<file path="config.mk">
export PLATFORM = sky130hd
export DESIGN_NAME = alu_rr_arbiter
export DESIGN_NICKNAME = d
export VERILOG_FILES = /design/src/rtl/alu_pkg.sv /design/src/rtl/alu.sv /design/src/rtl/alu_rr_arbiter_rr_pick.sv /design/src/rtl/alu_rr_arbiter.sv
export SDC_FILE = /design/constraint.sdc
export NUM_CORES = 1
export LEC_CHECK = 0
export CAP_MARGIN = 20
export CORE_UTILIZATION = 45
export CTS_CLUSTER_DIAMETER = 30
export CTS_CLUSTER_SIZE = 10
export DETAILED_ROUTE_END_ITERATION = 16
export GPL_ROUTABILITY_DRIVEN = 0
export GPL_TIMING_DRIVEN = 0
export PLACE_DENSITY = 0.71
export RECOVER_POWER = 100
export SETUP_SLACK_MARGIN = 0.05
export SKIP_CTS_REPAIR_TIMING = 1
export SYNTH_ARGS = -nofsm -noshare
export SYNTH_HDL_FRONTEND = slang
export SYNTH_SLANG_ARGS = --single-unit
export TNS_END_PERCENT = 50
</file>
<file path="constraint.sdc">
create_clock -name clk -period 4.55 [get_ports clk]
set_input_delay 1.365 -clock clk [delete_from_list [all_inputs] [get_ports clk]]
set_output_delay 1.365 -clock clk [all_outputs]
set_load 0.02 [all_outputs]
</file>
<file path="src/rtl/alu_pkg.sv">
// Shared definitions for the arbitrated alu slice: widths, FSM encoding, opcodes.
package alu_pkg;

   localparam int DW   = 8;   // operand / result width
   localparam int OPW  = 3;   // opcode width
   localparam int CNTW = 16;  // completed-operation counter width

   typedef enum logic [1:0] {
      IDLE = 2'd0,
      EXEC = 2'd1,
      RESP = 2'd2
   } state_e;

   localparam logic [OPW-1:0] OP_ADD = 3'd0;
   localparam logic [OPW-1:0] OP_SUB = 3'd1;
   localparam logic [OPW-1:0] OP_AND = 3'd2;
   localparam logic [OPW-1:0] OP_OR  = 3'd3;
   localparam logic [OPW-1:0] OP_XOR = 3'd4;
   localparam logic [OPW-1:0] OP_SHL = 3'd5;  // shift amount is b[2:0]
   localparam logic [OPW-1:0] OP_SHR = 3'd6;  // logical, shift amount is b[2:0]
   localparam logic [OPW-1:0] OP_NOT = 3'd7;  // ~a, b ignored

endpackage

</file>
<file path="src/rtl/alu.sv">
// Shared 8-bit combinational alu; results wrap modulo 256.
module alu
   import alu_pkg::*;
(
   input  logic [DW-1:0]  a_i,
   input  logic [DW-1:0]  b_i,
   input  logic [OPW-1:0] op_i,
   output logic [DW-1:0]  y_o
);

   // Pure opcode decode, no state.
   always_comb begin
      y_o = '0;
      case (op_i)
         OP_ADD:  y_o = a_i + b_i;
         OP_SUB:  y_o = a_i - b_i;
         OP_AND:  y_o = a_i & b_i;
         OP_OR:   y_o = a_i | b_i;
         OP_XOR:  y_o = a_i ^ b_i;
         OP_SHL:  y_o = a_i << b_i[2:0];
         OP_SHR:  y_o = a_i >> b_i[2:0];
         default: y_o = ~a_i;
      endcase
   end

endmodule

</file>
<file path="src/rtl/alu_rr_arbiter_rr_pick.sv">
// Round-robin pick: first set request at or after ptr, wrapping modulo NREQ.
module rr_pick #(
   parameter int NREQ = 4,
   parameter int IDW  = 2
) (
   input  logic [NREQ-1:0] req_i,
   input  logic [IDW-1:0]  ptr_i,
   output logic [IDW-1:0]  winner_o,
   output logic            found_o
);

   int idx;

   // Linear scan from ptr; the first hit wins, later hits are ignored.
   always_comb begin
      winner_o = '0;
      found_o  = 1'b0;
      idx      = 0;
      for (int k = 0; k < NREQ; k++) begin
         idx = (int'(ptr_i) + k) % NREQ;
         if (!found_o && req_i[IDW'(idx)]) begin
            found_o  = 1'b1;
            winner_o = IDW'(idx);
         end
      end
   end

endmodule

</file>
<file path="src/rtl/alu_rr_arbiter.sv">
// Round-robin front end sharing one alu among NREQ requesters, one op in flight.
module alu_rr_arbiter
   import alu_pkg::*;
#(
   parameter int NREQ = 4,
   parameter int IDW  = 2
) (
   input  logic              clk,
   input  logic              rst,
   input  logic [NREQ-1:0]   req_valid,
   output logic [NREQ-1:0]   req_ready,
   input  logic [NREQ*8-1:0] req_a,
   input  logic [NREQ*8-1:0] req_b,
   input  logic [NREQ*3-1:0] req_op,
   output logic              rsp_valid,
   input  logic              rsp_ready,
   output logic [IDW-1:0]    rsp_id,
   output logic [DW-1:0]     rsp_data,
   output logic              busy,
   output logic [CNTW-1:0]   ops_done
);

   state_e          state_q;
   logic [IDW-1:0]  ptr_q, id_q, rsp_id_q;
   logic [DW-1:0]   a_q, b_q, rsp_data_q, alu_y;
   logic [OPW-1:0]  op_q;
   logic            rsp_valid_q;
   logic [CNTW-1:0] ops_done_q;

   logic [IDW-1:0]  winner, ptr_nxt;
   logic            found;
   logic [DW-1:0]   a_arr  [NREQ];
   logic [DW-1:0]   b_arr  [NREQ];
   logic [OPW-1:0]  op_arr [NREQ];

   // Unpack the flat operand buses into per-requester lanes.
   always_comb begin
      for (int i = 0; i < NREQ; i++) begin
         a_arr[i]  = req_a[i*8 +: 8];
         b_arr[i]  = req_b[i*8 +: 8];
         op_arr[i] = req_op[i*3 +: 3];
      end
   end

   rr_pick #(.NREQ(NREQ), .IDW(IDW)) u_pick (
      .req_i    (req_valid),
      .ptr_i    (ptr_q),
      .winner_o (winner),
      .found_o  (found)
   );

   // The alu only ever sees latched operands, so requesters may move on after accept.
   alu u_alu (
      .a_i  (a_q),
      .b_i  (b_q),
      .op_i (op_q),
      .y_o  (alu_y)
   );

   assign ptr_nxt = (winner == IDW'(NREQ-1)) ? '0 : winner + IDW'(1);

   // Grant is combinational in IDLE; gated by rst so it drops the instant reset asserts.
   always_comb begin
      req_ready = '0;
      if (!rst && state_q == IDLE && found) req_ready[winner] = 1'b1;
   end

   // IDLE -> EXEC on a grant, EXEC -> RESP capturing the result, RESP -> IDLE on handshake.
   always_ff @(posedge clk or posedge rst) begin
      if (rst) begin
         state_q     <= IDLE;
         ptr_q       <= '0;
         id_q        <= '0;
         a_q         <= '0;
         b_q         <= '0;
         op_q        <= '0;
         rsp_valid_q <= 1'b0;
         rsp_id_q    <= '0;
         rsp_data_q  <= '0;
         ops_done_q  <= '0;
      end else begin
         case (state_q)
            IDLE: if (found) begin
               a_q     <= a_arr[winner];
               b_q     <= b_arr[winner];
               op_q    <= op_arr[winner];
               id_q    <= winner;
               ptr_q   <= ptr_nxt;
               state_q <= EXEC;
            end
            EXEC: begin
               rsp_data_q  <= alu_y;
               rsp_id_q    <= id_q;
               rsp_valid_q <= 1'b1;
               state_q     <= RESP;
            end
            RESP: if (rsp_ready) begin
               rsp_valid_q <= 1'b0;
               ops_done_q  <= ops_done_q + CNTW'(1);
               state_q     <= IDLE;
            end
            default: state_q <= IDLE;
         endcase
      end
   end

   assign rsp_valid = rsp_valid_q;
   assign rsp_id    = rsp_id_q;
   assign rsp_data  = rsp_data_q;
   assign ops_done  = ops_done_q;
   assign busy      = (state_q != IDLE);

endmodule

</file>
# After elaboration in Yosys (flattened, before gate mapping)
# Cells that the tools add are included.
# op_classes
muxes,39
n_reduce_logical,18
shifts,2
bitwise,5
n_addsub,7
eq_ne,11
order_cmp,7
# ops
op,n
$pmux 8 s7,1
$bmux 8 s2,2
$mux 8,4
$add 16x1->16 const B,1
$lt 2x4->1 const B,4
$mux 1,14
$mux 2,7
$eq 3x3->1 const B,3
$add 8x8->8,1
$and 8x8->8,1
$bmux 1 s2,4
$not 8->8,1
$or 8x8->8,1
$reduce_and 2->1,4
$shl 8x3->8,1
$shr 8x3->8,1
$sub 8x8->8,1
$xor 8x8->8,1
$bmux 3 s2,1
$eq 3x2->1 const B,2
$logic_and 1x1->1,6
$mux 3,2
$pmux 2 s3,1
$add 2x1->2 const B,2
16 further kinds,23
# totals
wordCells,99
register_bits,52
output_inout_bits,32
in_bits,83

# Logic depth before layout (Yosys ltp)
# depth
depth_word,18
mapped_depth,12
mapped_depth_nobuf,10

# By module
# From an unflattened synthesis, not the netlist that was laid out.
# unflattened
cells_unflattened,465
area_unflattened_um2,4364.2
# by_module_without_submodules
module,cells_each,n_inst,seq_area_each_um2,area_each_um2
alu_rr_arbiter,225,1,1301.2,2611.3
alu,225,1,0.0,1675.4
rr_pick,15,1,0.0,77.6

# Worst setup path after synthesis
# OpenSTA, ideal clock, no wires.
# synth_timing
kind,in2out
startpoint,input port rst
endpoint,output port req_ready[2]
arrival_time_ns,2.924
path_slack_ns,0.261
cell_stages,2
required_time_ns,3.185
path_buffers,0
cell_sequence,inv_1 and3_1
# synth_between
elab_chain_cells,4
# synth_rtl
item,line_no,text
from (decl),alu_rr_arbiter.sv:9,"input logic rst,"
$logic_not 1->1 (no source line),--,
$logic_and 1x1->1 (2 in a row),alu_rr_arbiter.sv:65,if (!rst && state_q == IDLE && found) req_ready[winner] = 1'b1;
$mux 4,alu_rr_arbiter.sv:65,
to (decl),alu_rr_arbiter.sv:11,"output logic [NREQ-1:0] req_ready,"
# Every way passes these cells.

# Worst setup path after layout
# layout_timing
startpoint,input port req_valid[1]
endpoint,output port req_ready[2]
# layout_between
elab_chain_cells,18
elab_cells_between_ends,33
classes_between,order compare: 2; mux: 23; reduce/logical: 8
# layout_rtl
item,line_no,text
from (decl),alu_rr_arbiter.sv:10,"input logic [NREQ-1:0] req_valid,"
$bmux 1 s2,alu_rr_arbiter_rr_pick.sv:21,if (!found_o && req_i[IDW'(idx)]) begin
$mux 1 (implied by the code) (2 in a row),alu_rr_arbiter_rr_pick.sv:21,
$mux 1,alu_rr_arbiter_rr_pick.sv:21,
$logic_not 1->1,alu_rr_arbiter_rr_pick.sv:21,
$logic_and 1x1->1,alu_rr_arbiter_rr_pick.sv:21,
$mux 1,alu_rr_arbiter_rr_pick.sv:21,
$logic_not 1->1,alu_rr_arbiter_rr_pick.sv:21,
$logic_and 1x1->1,alu_rr_arbiter_rr_pick.sv:21,
[2 not listed],--,
$logic_and 1x1->1,alu_rr_arbiter_rr_pick.sv:21,
$mux 2 (*),alu_rr_arbiter_rr_pick.sv:21,
via u_pick.winner_o[1],alu_rr_arbiter_rr_pick.sv:8,"output logic [IDW-1:0] winner_o,"
$lt 2x3->1 (implied by the code) / $ge 2x1->1 (equally long branches),alu_rr_arbiter.sv:65,
$logic_and 1x1->1 (implied by the code),alu_rr_arbiter.sv:65,
$mux 1 (implied by the code),alu_rr_arbiter.sv:65,
$demux 1 s2 (*),alu_rr_arbiter.sv:65,
$mux 4 (*),alu_rr_arbiter.sv:65,
# Mark *: on every way through the listed nets, which the timed path passes. The rest lies on a longest branch. The select of a mux whose other input is x is not followed.

==> impl_metrics.yaml <==
cts:
  clock_sinks: 52
  clockBufferDepth: 2
  cts_htree_levels: 2
  path_clk_slew_ps: 110
  clock_latency_ps: 310
  ctsRootBufferMaster: "clkbuf_8"
  numCtsBuffers: 5
  cts_tree: "yes"
global_route:
  grtUsageMet2_pct: 43.2
  grt.busiest_layer: "met2"
  use_met3_pct: 3.02
  antenna_found_initial: 0
  use_met1_pct: 35.0
  grt_pass1_wl_um: 22400
  grt_max_degree: 32
  grt_use_total_pct: 25.6
  grt_pass1_vias: 4490
  grt_remaining_overflow: 0
timing:
  hold_viol: 0
  period_needed_ps: 4470
  slew_viol_final: 0
  max_freq_mhz: 224
  setup_tns_ps: 0
  rsz0062_at_grt: "yes"
  tightest_slew_ps: 624
  skew_ps: 13.0
  max-slew-margin-rel_pct: 58.4
  setup_viol: 0
  period_share_pct: 98.3
yosys:
  synth_edf_count: 0
  syn_nets: 633
  yosysSeqAreaShare_pct: 28.0
  yosys.area.top_type: "dfrtp_1"
  ys.flop_type: "dfrtp_1"
  yosys.area.top_type_share_pct: 28.0
  syn_area_um2: 4650
  ys_types: 65
  yosys_warnings: 0
  ys_ff_latch: 52
  avgSynthCellArea_um2: 8.96
  syn_inst: 519
  ys_top_cells_by_area: "dfrtp_1 28%, ha_1 8.1%, mux2i_1 6.5%"
  synthArstFlopShare_pct: 100
worst_setup_path:
  path_max_fanout: 11
  crit_chain: "clkdlybuf4s50_1, a21oi_1, o21ai_1, o2bb2a_2, clkbuf_4, ha_1, and3_1, clkbuf_1"
  crit_type: "primary input to output port"
  critPathLaunch: "req_valid[1]"
  worstReg2RegEnd: "rsp_data[4]"
  reg2regPathDepth: 10
  rrSetupSlack_ps: 630
  endpoint_kind: "output port"
  startpoint_type: "primary input"
  endpoint: "req_ready[2]"
  r2r_start: "b_q[0]"
  cp.required_ps: 3180
  max_stage_delay_ps: 450
  cp_slowest_cell: "clkdlybuf4s50_1"
  arrival_ps: 3110
cells_and_area:
  seq_area_um2: 1300
  fin_nets: 758
  design_area_um2: 6040
  drive_above_1_share_pct: 9.46
  syn_to_final_growth_pct: 29.9
  multiInputGateArea_um2: 2980
  diodes: 0
  final_common_cell: "clkdlybuf4s50_1"
  final_cell_mix: "79 x clkdlybuf4s50_1, 55 x nand2_1, 52 x dfrtp_1"
  nFillCells: 874
drt:
  firstDrtPassIters: 4
  vias: 4599
  wire_per_inst_um: 17.6
  routed_wl_um: 13700
  drc: 0
  drtIter0Drc: 217
  via_per_inst: 5.91
  ant_nets: 0
placement:
  io_buffers: 114
  place_area_um2: 5980
  dpl.hpwl_um: 10700
die:
  chipHeight_um: 104
  dieArea_um2: 10700
  die_w_um: 104
  num_rows: 36
  initial_core_util_pct: 46.9
  ios: 115
  core_um2: 9910
pwr:
  powerDensity_nw_per_um2: 658
  vdd_drop_max_mv: 0.380
  p_leak_nw: 2.61
run:
  cap_violations: 0
worst_hold_path:
  hp-start: "id_q[1]"
  hold_class: "flip-flop to flip-flop"
run_status:
  status: "finished clean"
## critical path, delay by kind of cell
family | cells | cell delay [ps]
buffers and inverters | 3 | 900
AO/OA/AOI/OAI | 3 | 520
AND/OR/NAND/NOR | 1 | 160
adder cells (fa/ha/maj) | 1 | 150
## metal layers
layer  part of all wire (%)  up-vias
met2                     47      218
li1                       -     2174
met1                     43     2180
met5                      0        -
met4                    1.8        0
met3                    7.9       27
## Yosys cell counts, types with 7 or more instances
library cell	n
buf_2	14
and3_1	11
o221ai_1	13
a31oi_1	9
o21ai_0	21
dfrtp_1	52
nand3_1	12
o31a_1	21
and4_1	19
clkbuf_1	13
xnor2_1	20
o221ai_2	10
o21ai_1	10
mux4_2	7
nor2b_1	10
a21oi_1	16
ha_1	30
nand2b_1	9
nor2_1	26
mux2i_1	30
nor3_1	7
inv_1	33
nand2_1	55
## report_power, final
group          total (mW)  internal (mW)  switching, mW  leakage, nW
clock               0.285          0.113          0.172       0.0463
combinational        2.81           1.24           1.57         1.91
sequential          0.879          0.638          0.241        0.657
total                3.98           2.00           1.98         2.61
## how the worst min path moves through the flow
stage                      to  slack, ps  cells after the start
floorplan           rsp_id[0]        440                      2
global placement    rsp_id[0]        450                      2
detailed placement  rsp_id[1]        460                      2
CTS                 rsp_id[1]        480                      2
global route        rsp_id[1]        520                      2
finish              rsp_id[1]        480                      2
## kinds of logic after synthesis
logic type | after synthesis | synth area share, %
xor+xnor | 23 | 4.33
compound gates | 130 | 21.3
mux | 41 | 10.8
buf+inv | 72 | 7.21
flops | 52 | 28.0
fa+ha+maj | 31 | 8.50
simple gates | 170 | 19.8
## area by class of cell
type	instances	share of cell area (%)
Multi-Input combinational cell	395	49.3
Tap cell	133	2.75
Clock buffer	5	1.14
Inverter	34	2.11
Timing Repair Buffer	118	19.3
Sequential cell	52	21.5
Clock inverter	3	0.455
Buffer	38	3.42
## metrics by stage
step	power [mW]	std cells	util (%)	setup slack (ps)	hold WS, ps
floorplan	2.90	519	-	261	439
global placement	3.62	766	60.1	-1130	455
detailed placement	3.71	767	60.3	-665	457
CTS	4.01	775	61.3	-677	485
global route	4.31	778	61.0	20.2	516
finish	3.98	778	61.0	79.2	482
## flip-flops by register name, summed over array words and instances, names as in the netlist
signal / count
state_q: 2
b_q: 8
a_q: 8
ptr_q: 2
ops_done: 16
rsp_valid: 1
rsp_id: 2
op_q: 3
id_q: 2
rsp_data: 8
Note: power is estimated with default switching activity, not from simulation.
